<file path="src/rtl/uart_mem_pkg.sv">
// Shared constants and state encoding for the UART burst memory controller.
package uart_mem_pkg;

  localparam int unsigned BYTE_W = 8;

  localparam logic [BYTE_W-1:0] CMD_READ  = 8'h01;
  localparam logic [BYTE_W-1:0] CMD_WRITE = 8'h02;
  localparam logic [BYTE_W-1:0] ACK_CODE  = 8'hAA;

  typedef enum logic [2:0] {
    IDLE,
    RX_ADDR,
    RX_LEN,
    WR_DATA,
    RD_FETCH,
    RD_SEND,
    RD_WAIT,
    ACK
  } state_t;

endpackage

</file>
<file path="src/rtl/uart_burst_mem_ctrl_if.sv">
// UART-side byte stream bundle: receive strobe/byte in, transmit request/byte out.
interface uart_burst_mem_ctrl_if;

  logic       received;
  logic [7:0] rx_byte;
  logic       tx_busy;
  logic       transmit;
  logic [7:0] tx_byte;
  logic       err;
  logic       busy;

  modport master (
    output received, rx_byte, tx_busy,
    input  transmit, tx_byte, err, busy
  );

  modport slave (
    input  received, rx_byte, tx_busy,
    output transmit, tx_byte, err, busy
  );

endinterface

</file>
<file path="src/rtl/uart_mem_ram.sv">
// DEPTH x 8 single-clock memory: synchronous write, registered read.
module uart_mem_ram #(
  parameter int unsigned DEPTH = 256
) (
  input  logic                     clk,
  input  logic                     we_i,
  input  logic [$clog2(DEPTH)-1:0] waddr_i,
  input  logic [7:0]               wdata_i,
  input  logic [$clog2(DEPTH)-1:0] raddr_i,
  output logic [7:0]               rdata_o
);

  logic [7:0] mem_q [DEPTH];

  always_ff @(posedge clk) begin
    if (we_i) begin
      mem_q[waddr_i] <= wdata_i;
    end
    rdata_o <= mem_q[raddr_i];
  end

endmodule

</file>
<file path="src/rtl/uart_burst_mem_ctrl.sv">
// Command-framed burst read/write access to a local RAM over a UART byte stream.
// Define UART_MEM_TIMEOUT_EN to abort half-received frames after TIMEOUT_CYCLES of silence.
module uart_burst_mem_ctrl
  import uart_mem_pkg::*;
#(
  parameter int unsigned ADDR_BYTES     = 1,
  parameter int unsigned DEPTH          = 256,
  parameter int unsigned TIMEOUT_CYCLES = 120000
) (
  input  logic                  clk,
  input  logic                  rst_n,
  uart_burst_mem_ctrl_if.slave  uart_if
);

  localparam int unsigned AW = $clog2(DEPTH);

  state_t        state_q, state_d;
  logic [AW-1:0] addr_q, addr_d;
  logic [7:0]    cnt_q, cnt_d;
  logic [7:0]    len_q, len_d;
  logic          is_read_q, is_read_d;
  logic          transmit_q, transmit_d;
  logic [7:0]    tx_byte_q, tx_byte_d;
  logic          err_q, err_d;
  logic          busy_q;
  logic          err_req;
  logic          mem_we;
  logic [7:0]    rdata;
  logic          timeout_c;

`ifdef UART_MEM_TIMEOUT_EN
  localparam int unsigned TW = $clog2(TIMEOUT_CYCLES + 1);

  logic [TW-1:0] tmo_q, tmo_d;

  // Silence counter, live only while a frame is partially received.
  always_comb begin
    tmo_d     = '0;
    timeout_c = 1'b0;
    if ((state_q inside {RX_ADDR, RX_LEN, WR_DATA}) && !uart_if.received) begin
      if (tmo_q == TW'(TIMEOUT_CYCLES - 1)) begin
        timeout_c = 1'b1;
      end else begin
        tmo_d = tmo_q + TW'(1);
      end
    end
  end

  always_ff @(posedge clk or negedge rst_n) begin
    if (!rst_n) begin
      tmo_q <= '0;
    end else begin
      tmo_q <= tmo_d;
    end
  end
`else
  assign timeout_c = 1'b0;
`endif

  always_comb begin
    state_d    = state_q;
    addr_d     = addr_q;
    cnt_d      = cnt_q;
    len_d      = len_q;
    is_read_d  = is_read_q;
    transmit_d = 1'b0;
    tx_byte_d  = tx_byte_q;
    err_req    = 1'b0;
    mem_we     = 1'b0;

    case (state_q)
      IDLE: begin
        if (uart_if.received) begin
          if (uart_if.rx_byte == CMD_READ || uart_if.rx_byte == CMD_WRITE) begin
            is_read_d = (uart_if.rx_byte == CMD_READ);
            addr_d    = '0;
            cnt_d     = '0;
            state_d   = RX_ADDR;
          end else begin
            err_req = 1'b1;
          end
        end
      end
      RX_ADDR: begin
        // Shifting MSB-first into an AW-bit register applies the modulo for free.
        if (uart_if.received) begin
          addr_d = AW'({addr_q, uart_if.rx_byte});
          if (cnt_q == 8'(ADDR_BYTES - 1)) begin
            cnt_d   = '0;
            state_d = RX_LEN;
          end else begin
            cnt_d = cnt_q + 8'd1;
          end
        end
      end
      RX_LEN: begin
        if (uart_if.received) begin
          len_d   = uart_if.rx_byte;
          cnt_d   = '0;
          state_d = is_read_q ? RD_FETCH : WR_DATA;
        end
      end
      WR_DATA: begin
        if (uart_if.received) begin
          mem_we = 1'b1;
          addr_d = addr_q + AW'(1);
          if (cnt_q == len_q) begin
            state_d = ACK;
          end else begin
            cnt_d = cnt_q + 8'd1;
          end
        end
      end
      RD_FETCH: begin
        err_req = uart_if.received;
        state_d = RD_SEND;
      end
      RD_SEND: begin
        err_req = uart_if.received;
        if (!uart_if.tx_busy) begin
          transmit_d = 1'b1;
          tx_byte_d  = rdata;
          state_d    = RD_WAIT;
        end
      end
      RD_WAIT: begin
        // The UART raises tx_busy one cycle after the strobe, so that cycle is skipped.
        err_req = uart_if.received;
        if (!transmit_q && !uart_if.tx_busy) begin
          addr_d = addr_q + AW'(1);
          if (cnt_q == len_q) begin
            state_d = IDLE;
          end else begin
            cnt_d   = cnt_q + 8'd1;
            state_d = RD_FETCH;
          end
        end
      end
      ACK: begin
        err_req = uart_if.received;
        if (!uart_if.tx_busy) begin
          transmit_d = 1'b1;
          tx_byte_d  = ACK_CODE;
          state_d    = IDLE;
        end
      end
      default: state_d = IDLE;
    endcase

    if (timeout_c) begin
      err_req = 1'b1;
      state_d = IDLE;
    end

    err_d = err_req && !err_q;
  end

  always_ff @(posedge clk or negedge rst_n) begin
    if (!rst_n) begin
      state_q    <= IDLE;
      addr_q     <= '0;
      cnt_q      <= '0;
      len_q      <= '0;
      is_read_q  <= 1'b0;
      transmit_q <= 1'b0;
      tx_byte_q  <= '0;
      err_q      <= 1'b0;
      busy_q     <= 1'b0;
    end else begin
      state_q    <= state_d;
      addr_q     <= addr_d;
      cnt_q      <= cnt_d;
      len_q      <= len_d;
      is_read_q  <= is_read_d;
      transmit_q <= transmit_d;
      tx_byte_q  <= tx_byte_d;
      err_q      <= err_d;
      busy_q     <= (state_d != IDLE);
    end
  end

  uart_mem_ram #(
    .DEPTH (DEPTH)
  ) u_ram (
    .clk     (clk),
    .we_i    (mem_we),
    .waddr_i (addr_q),
    .wdata_i (uart_if.rx_byte),
    .raddr_i (addr_q),
    .rdata_o (rdata)
  );

  assign uart_if.transmit = transmit_q;
  assign uart_if.tx_byte  = tx_byte_q;
  assign uart_if.err      = err_q;
  assign uart_if.busy     = busy_q;

endmodule

</file>
<file path="src/flat_wrapper.sv">
// flat-port wrapper written by rule: the top's interface ports become plain ports
module uart_burst_mem_ctrl_flat import uart_mem_pkg::*;
#(
  parameter int unsigned ADDR_BYTES     = 1,
  parameter int unsigned DEPTH          = 256,
  parameter int unsigned TIMEOUT_CYCLES = 120000
)
  (clk, rst_n, uart_if_received, uart_if_rx_byte, uart_if_tx_busy, uart_if_transmit, uart_if_tx_byte, uart_if_err, uart_if_busy);
  uart_burst_mem_ctrl_if uart_if_i ();
  input  logic clk;
  input  logic rst_n;
  input wire logic [$bits(uart_if_i.received)-1:0] uart_if_received;
  input wire logic [$bits(uart_if_i.rx_byte)-1:0] uart_if_rx_byte;
  input wire logic [$bits(uart_if_i.tx_busy)-1:0] uart_if_tx_busy;
  output wire logic [$bits(uart_if_i.transmit)-1:0] uart_if_transmit;
  output wire logic [$bits(uart_if_i.tx_byte)-1:0] uart_if_tx_byte;
  output wire logic [$bits(uart_if_i.err)-1:0] uart_if_err;
  output wire logic [$bits(uart_if_i.busy)-1:0] uart_if_busy;
  assign uart_if_i.received = uart_if_received;
  assign uart_if_i.rx_byte = uart_if_rx_byte;
  assign uart_if_i.tx_busy = uart_if_tx_busy;
  assign uart_if_transmit = uart_if_i.transmit;
  assign uart_if_tx_byte = uart_if_i.tx_byte;
  assign uart_if_err = uart_if_i.err;
  assign uart_if_busy = uart_if_i.busy;
  uart_burst_mem_ctrl #(.ADDR_BYTES(ADDR_BYTES), .DEPTH(DEPTH), .TIMEOUT_CYCLES(TIMEOUT_CYCLES)) u_core (.clk(clk), .rst_n(rst_n), .uart_if(uart_if_i));
endmodule
</file>
<file path="config.mk">
export PLATFORM = sky130hd
export DESIGN_NAME = uart_burst_mem_ctrl_flat
export DESIGN_NICKNAME = d
export VERILOG_FILES = /design/src/rtl/uart_mem_pkg.sv /design/src/rtl/uart_burst_mem_ctrl_if.sv /design/src/rtl/uart_mem_ram.sv /design/src/rtl/uart_burst_mem_ctrl.sv /design/src/flat_wrapper.sv
export SDC_FILE = /design/constraint.sdc
export NUM_CORES = 2
export LEC_CHECK = 0
export ABC_AREA = 0
export BUFFER_PORTS_ARGS = -buffer_cell sky130_fd_sc_hd__buf_2
export CAP_MARGIN = 5
export CORE_UTILIZATION = 59
export DETAILED_ROUTE_END_ITERATION = 7
export PLACE_DENSITY = 0.75
export REMOVE_ABC_BUFFERS = 1
export SLEW_MARGIN = 10
export SYNTH_ARGS = -nofsm -noshare
export SYNTH_HDL_FRONTEND = slang
export SYNTH_SLANG_ARGS = --single-unit
</file>
<file path="constraint.sdc">
create_clock -name clk -period 5.6 [get_ports clk]
set_clock_uncertainty 0.05 [all_clocks]
set_input_delay 0.84 -clock clk [delete_from_list [all_inputs] [get_ports clk]]
set_output_delay 0.84 -clock clk [all_outputs]
set_load 0.01 [all_outputs]
</file>
==> results by group <==
CTS
  – Clock insertion delay at the later pin of the skew report: 0.82 ns
  – Clock transition time at the flip-flop clock pins of the worst setup and hold paths: 0.06 ns
  – Number of gates given a new drive strength after cts: 0
  – CTS Hold Buffers Added: 0
  – Clock tree buffer depth: 3
  – TritonCTS clock tree: yes
  – Total clock buffers created by CTS: 197
  – Post-CTS setup buffer count: 0
  – H-tree Lvls: 4
  – CTS Root Buffer Type: clkbuf_16
  – TritonCTS Sinks: 2,095

Critical path
  – Arrival time at the worst endpoint: 4.89 ns
  – Crit path capture type: flip-flop
  – Worst R2R Start: u_core.addr_q[0]
  – Class of the most critical setup path: reg -> reg
  – Critical Path Start: u_core.addr_q[0]
  – Critical Path Source Type: flip-flop
  – Worst path cell trace: buf_4 > mux4_2 > a22oi_1 > a21oi_1 > o41ai_1 > nand4_1
  – Terminus of the critical flop-to-flop path: u_core.u_ram.rdata_o[2]
  – Stage delay of the slowest cell on the critical path: 1.08 ns
  – Data required, critical path: 6.20 ns
  – Crit path max-delay cell type: o41ai_1
  – Reg2reg setup slack: 1.31 ns
  – Maximum net fanout on the critical path: 39
  – Setup crit end: u_core.u_ram.rdata_o[2]
  – Count of cells along the worst register-to-register path: 6

Yosys
  – Mean instance size in the synthesized netlist: 21.38 um2
  – Number of enable-type register cells in the synthesized netlist: 2,048
  – Synth area leaders: edfxtp_1, mux4_2, a22oi_1
  – Post-synthesis cell area: 80,500 um2
  – Number of flip-flops and latches in the synthesized netlist: 2,095
  – Top-area cell type share of the netlist area: 76.40%
  – Dominant register cell in the synthesized netlist: edfxtp_1
  – Syn Inst Count: 3,766
  – Cell variety after synth: 46
  – Share of flip-flops with an asynchronous set or reset: 1.862%
  – Part of the Yosys area used for sequential elements: 77.81%
  – Yosys synthesis warning count: 0
  – Cell type contributing the most total cell area after synthesis: edfxtp_1

GRT
  – Pin count of the biggest net entering global routing: 168
  – Vias in the first global route: 39.59k
  – Global routing usage on met1: 40.91%
  – Busiest layer in global routing: met2
  – Global-route wire length before repair: 273,800 um
  – Initial antenna violation count: 5
  – Overall global routing resource usage: 27.80%
  – Met2 usage in global routing: 42.27%
  – Fraction of met3 tracks used by global routing: 5.824%
  – Global route overflow: 0

Route
  – Remaining design rule violation count: 0
  – DR iter-0 viols: 6,238
  – Detail Route Antenna Nets: 0
  – Number of optimization iterations in the first detailed-route pass: 8
  – Avg WL per Cell: 32.68 um
  – Count of vias placed by the detailed router: 39.85k
  – Total length of routed wires: 188,900 um
  – Detailed-route vias per instance: 6.895

Placement
  – Routability Congestion: 0.8416
  – Placement Setup Slack: 1.312 ns
  – Area after DPL: 82,660 um2
  – DP Wirelength: 103,100 um
  – Quantity of I/O buffers inserted on ports: 22

Finish
  – Final std cell area, no fill: 88,870 um2
  – Leading cell types in the layout, fill and taps excluded: edfxtp_1, mux4_2, nor2_1
  – Leading cell type in the layout, fill and taps excluded: edfxtp_1
  – Number of fillers in the final layout: 8,394
  – Growth of design area from synthesis to finish: 10.40%
  – Post-Route Utilization: 65.60%
  – Total Nets Final: 3,846
  – Share of layout cells above drive strength 1: 23.00%

Outcome
  – Run status: complete, no violations

STA
  – Post-route minimum period: 4.287 ns
  – Transition time at the pin with the least slew margin: 1.227 ns
  – Unrepaired setup endpoints after global routing: false
  – Max Fclk: 0.2333 GHz
  – Final-report setup violation count: 0
  – Tightest hold margin: 0.1317 ns
  – Final setup margin: 1.313 ns
  – Count of final hold-check violations: 0
  – Final slew viol count: 0
  – Portion of the clock cycle consumed by the worst path in the final layout: 76.56%
  – Relative slew slack: 17.13%
  – Total negative slack: 0 ns

Power
  – Leakage power figure: 26.96 nW
  – Power density normalized to cell area: 417.5 nW/um2
  – IR Drop Worst-Case VDD: 0.3792 mV

Floorplan
  – Width of the die: 371.4 um
  – Overall die area: 137,900 um2
  – I/O pin count: 23
  – Site Rows: 135
  – Core ar.: 135,500 um2
  – Die Y-Extent: 371.4 um
  – Initial cell density of the core: 59.42%

Flow run
  – Max-cap viol count: 0

Hold path
  – Worst hold path class: in -> async
[flip-flops by register name, summed over array words and instances, names as in the netlist]
name and count:
u_core.u_ram.mem_q 2048, u_core.addr_q 8, u_core.cnt_q 8, u_core.len_q 8, u_core.u_ram.rdata_o 8, u_core.uart_if.tx_byte 8
u_core.state_q 3, u_core.is_read_q 1, u_core.uart_if.busy 1, u_core.uart_if.err 1, u_core.uart_if.transmit 1
[kinds of logic after synthesis]
group / count (synthesis) / share of synthesized area (%)
DFF: 2095 / 77.81
muxes: 520 / 14.44
AOI/OAI and AO/OA: 471 / 3.904
and+or+nand+nor: 409 / 2.157
buffers and inverters: 251 / 1.449
xor gates and xnor gates: 14 / 0.1523
adders and majority gates: 6 / 0.09325
[cell usage after synthesis, drive strengths merged (2+ instances only)]
| cell type | instances |
|---|---|
| a21o | 2 |
| a21oi | 144 |
| a22oi | 258 |
| a31oi | 5 |
| a32oi | 3 |
| and2 | 6 |
| and3 | 3 |
| buf | 85 |
| clkbuf | 154 |
| dfrtp | 39 |
| dfxtp | 8 |
| edfxtp | 2048 |
| ha | 6 |
| inv | 12 |
| mux2 | 8 |
| mux4 | 512 |
| nand2 | 46 |
| nand2b | 7 |
| nand3 | 23 |
| nand4 | 11 |
| nor2 | 275 |
| nor2b | 8 |
| nor3 | 7 |
| nor4 | 4 |
| o21ai | 26 |
| o22a | 2 |
| o41ai | 24 |
| or2 | 3 |
| or3 | 4 |
| or4 | 9 |
| xnor2 | 12 |
| xor2 | 2 |
[layout make-up]
type	instances	area, um2	area share [%]
tap	1781	2228	2.507
multi-input combinational	1420	16780	18.89
clock buffer	241	5159	5.805
antenna	3	7.507	0.008447
inverter	12	45.04	0.05068
timing repair buffer	102	963.4	1.084
sequential	2095	62640	70.49
clock inverter	125	1040	1.170
[worst min-delay path by stage]
stage | start | end | slack [ns] | cells past startpoint
floorplan | u_core.u_ram.rdata_o[0] | u_core.uart_if.tx_byte[0] | 0.37 | 2
global placement | u_core.uart_if.err | u_core.uart_if.err | 0.37 | 1
detailed placement | u_core.uart_if.err | u_core.uart_if.err | 0.38 | 1
CTS | rst_n | u_core.state_q[0] | 0.10 | 1
global route | rst_n | u_core.addr_q[3] | 0.18 | 1
finish | rst_n | u_core.addr_q[7] | 0.13 | 1
[report_power, final]
group	internal [W]	switching, W	total [W]
combinational	0.00275	0.00392	0.00667
sequential	0.0173	0.000237	0.0175
clock	0.00724	0.00569	0.0129
total	0.0273	0.00984	0.0371
[metal layers]
metal	vias to the layer above	share of wire, %
li1	15950	-
met1	20920	39
met2	2626	47
met3	356	10
met4	6	3.3
met5	-	0.022
[worst max-delay path, delay by kind of cell (launching register included)]
family	cells	cell delay [ns]
DFF	1	0.92
buffers and inverters	1	0.73
and+or+nand+nor	1	0.15
AOI/OAI and AO/OA	3	1.53
muxes	1	0.65
[per-stage QoR]
step	cells	total power, W
global route	5777	0.03809
detailed placement	5410	0.02443
CTS	5776	0.03717
finish	5779	0.03711
floorplan	3527	0.02308
global placement	5409	0.02435
(Power assumes the default switching activity.)
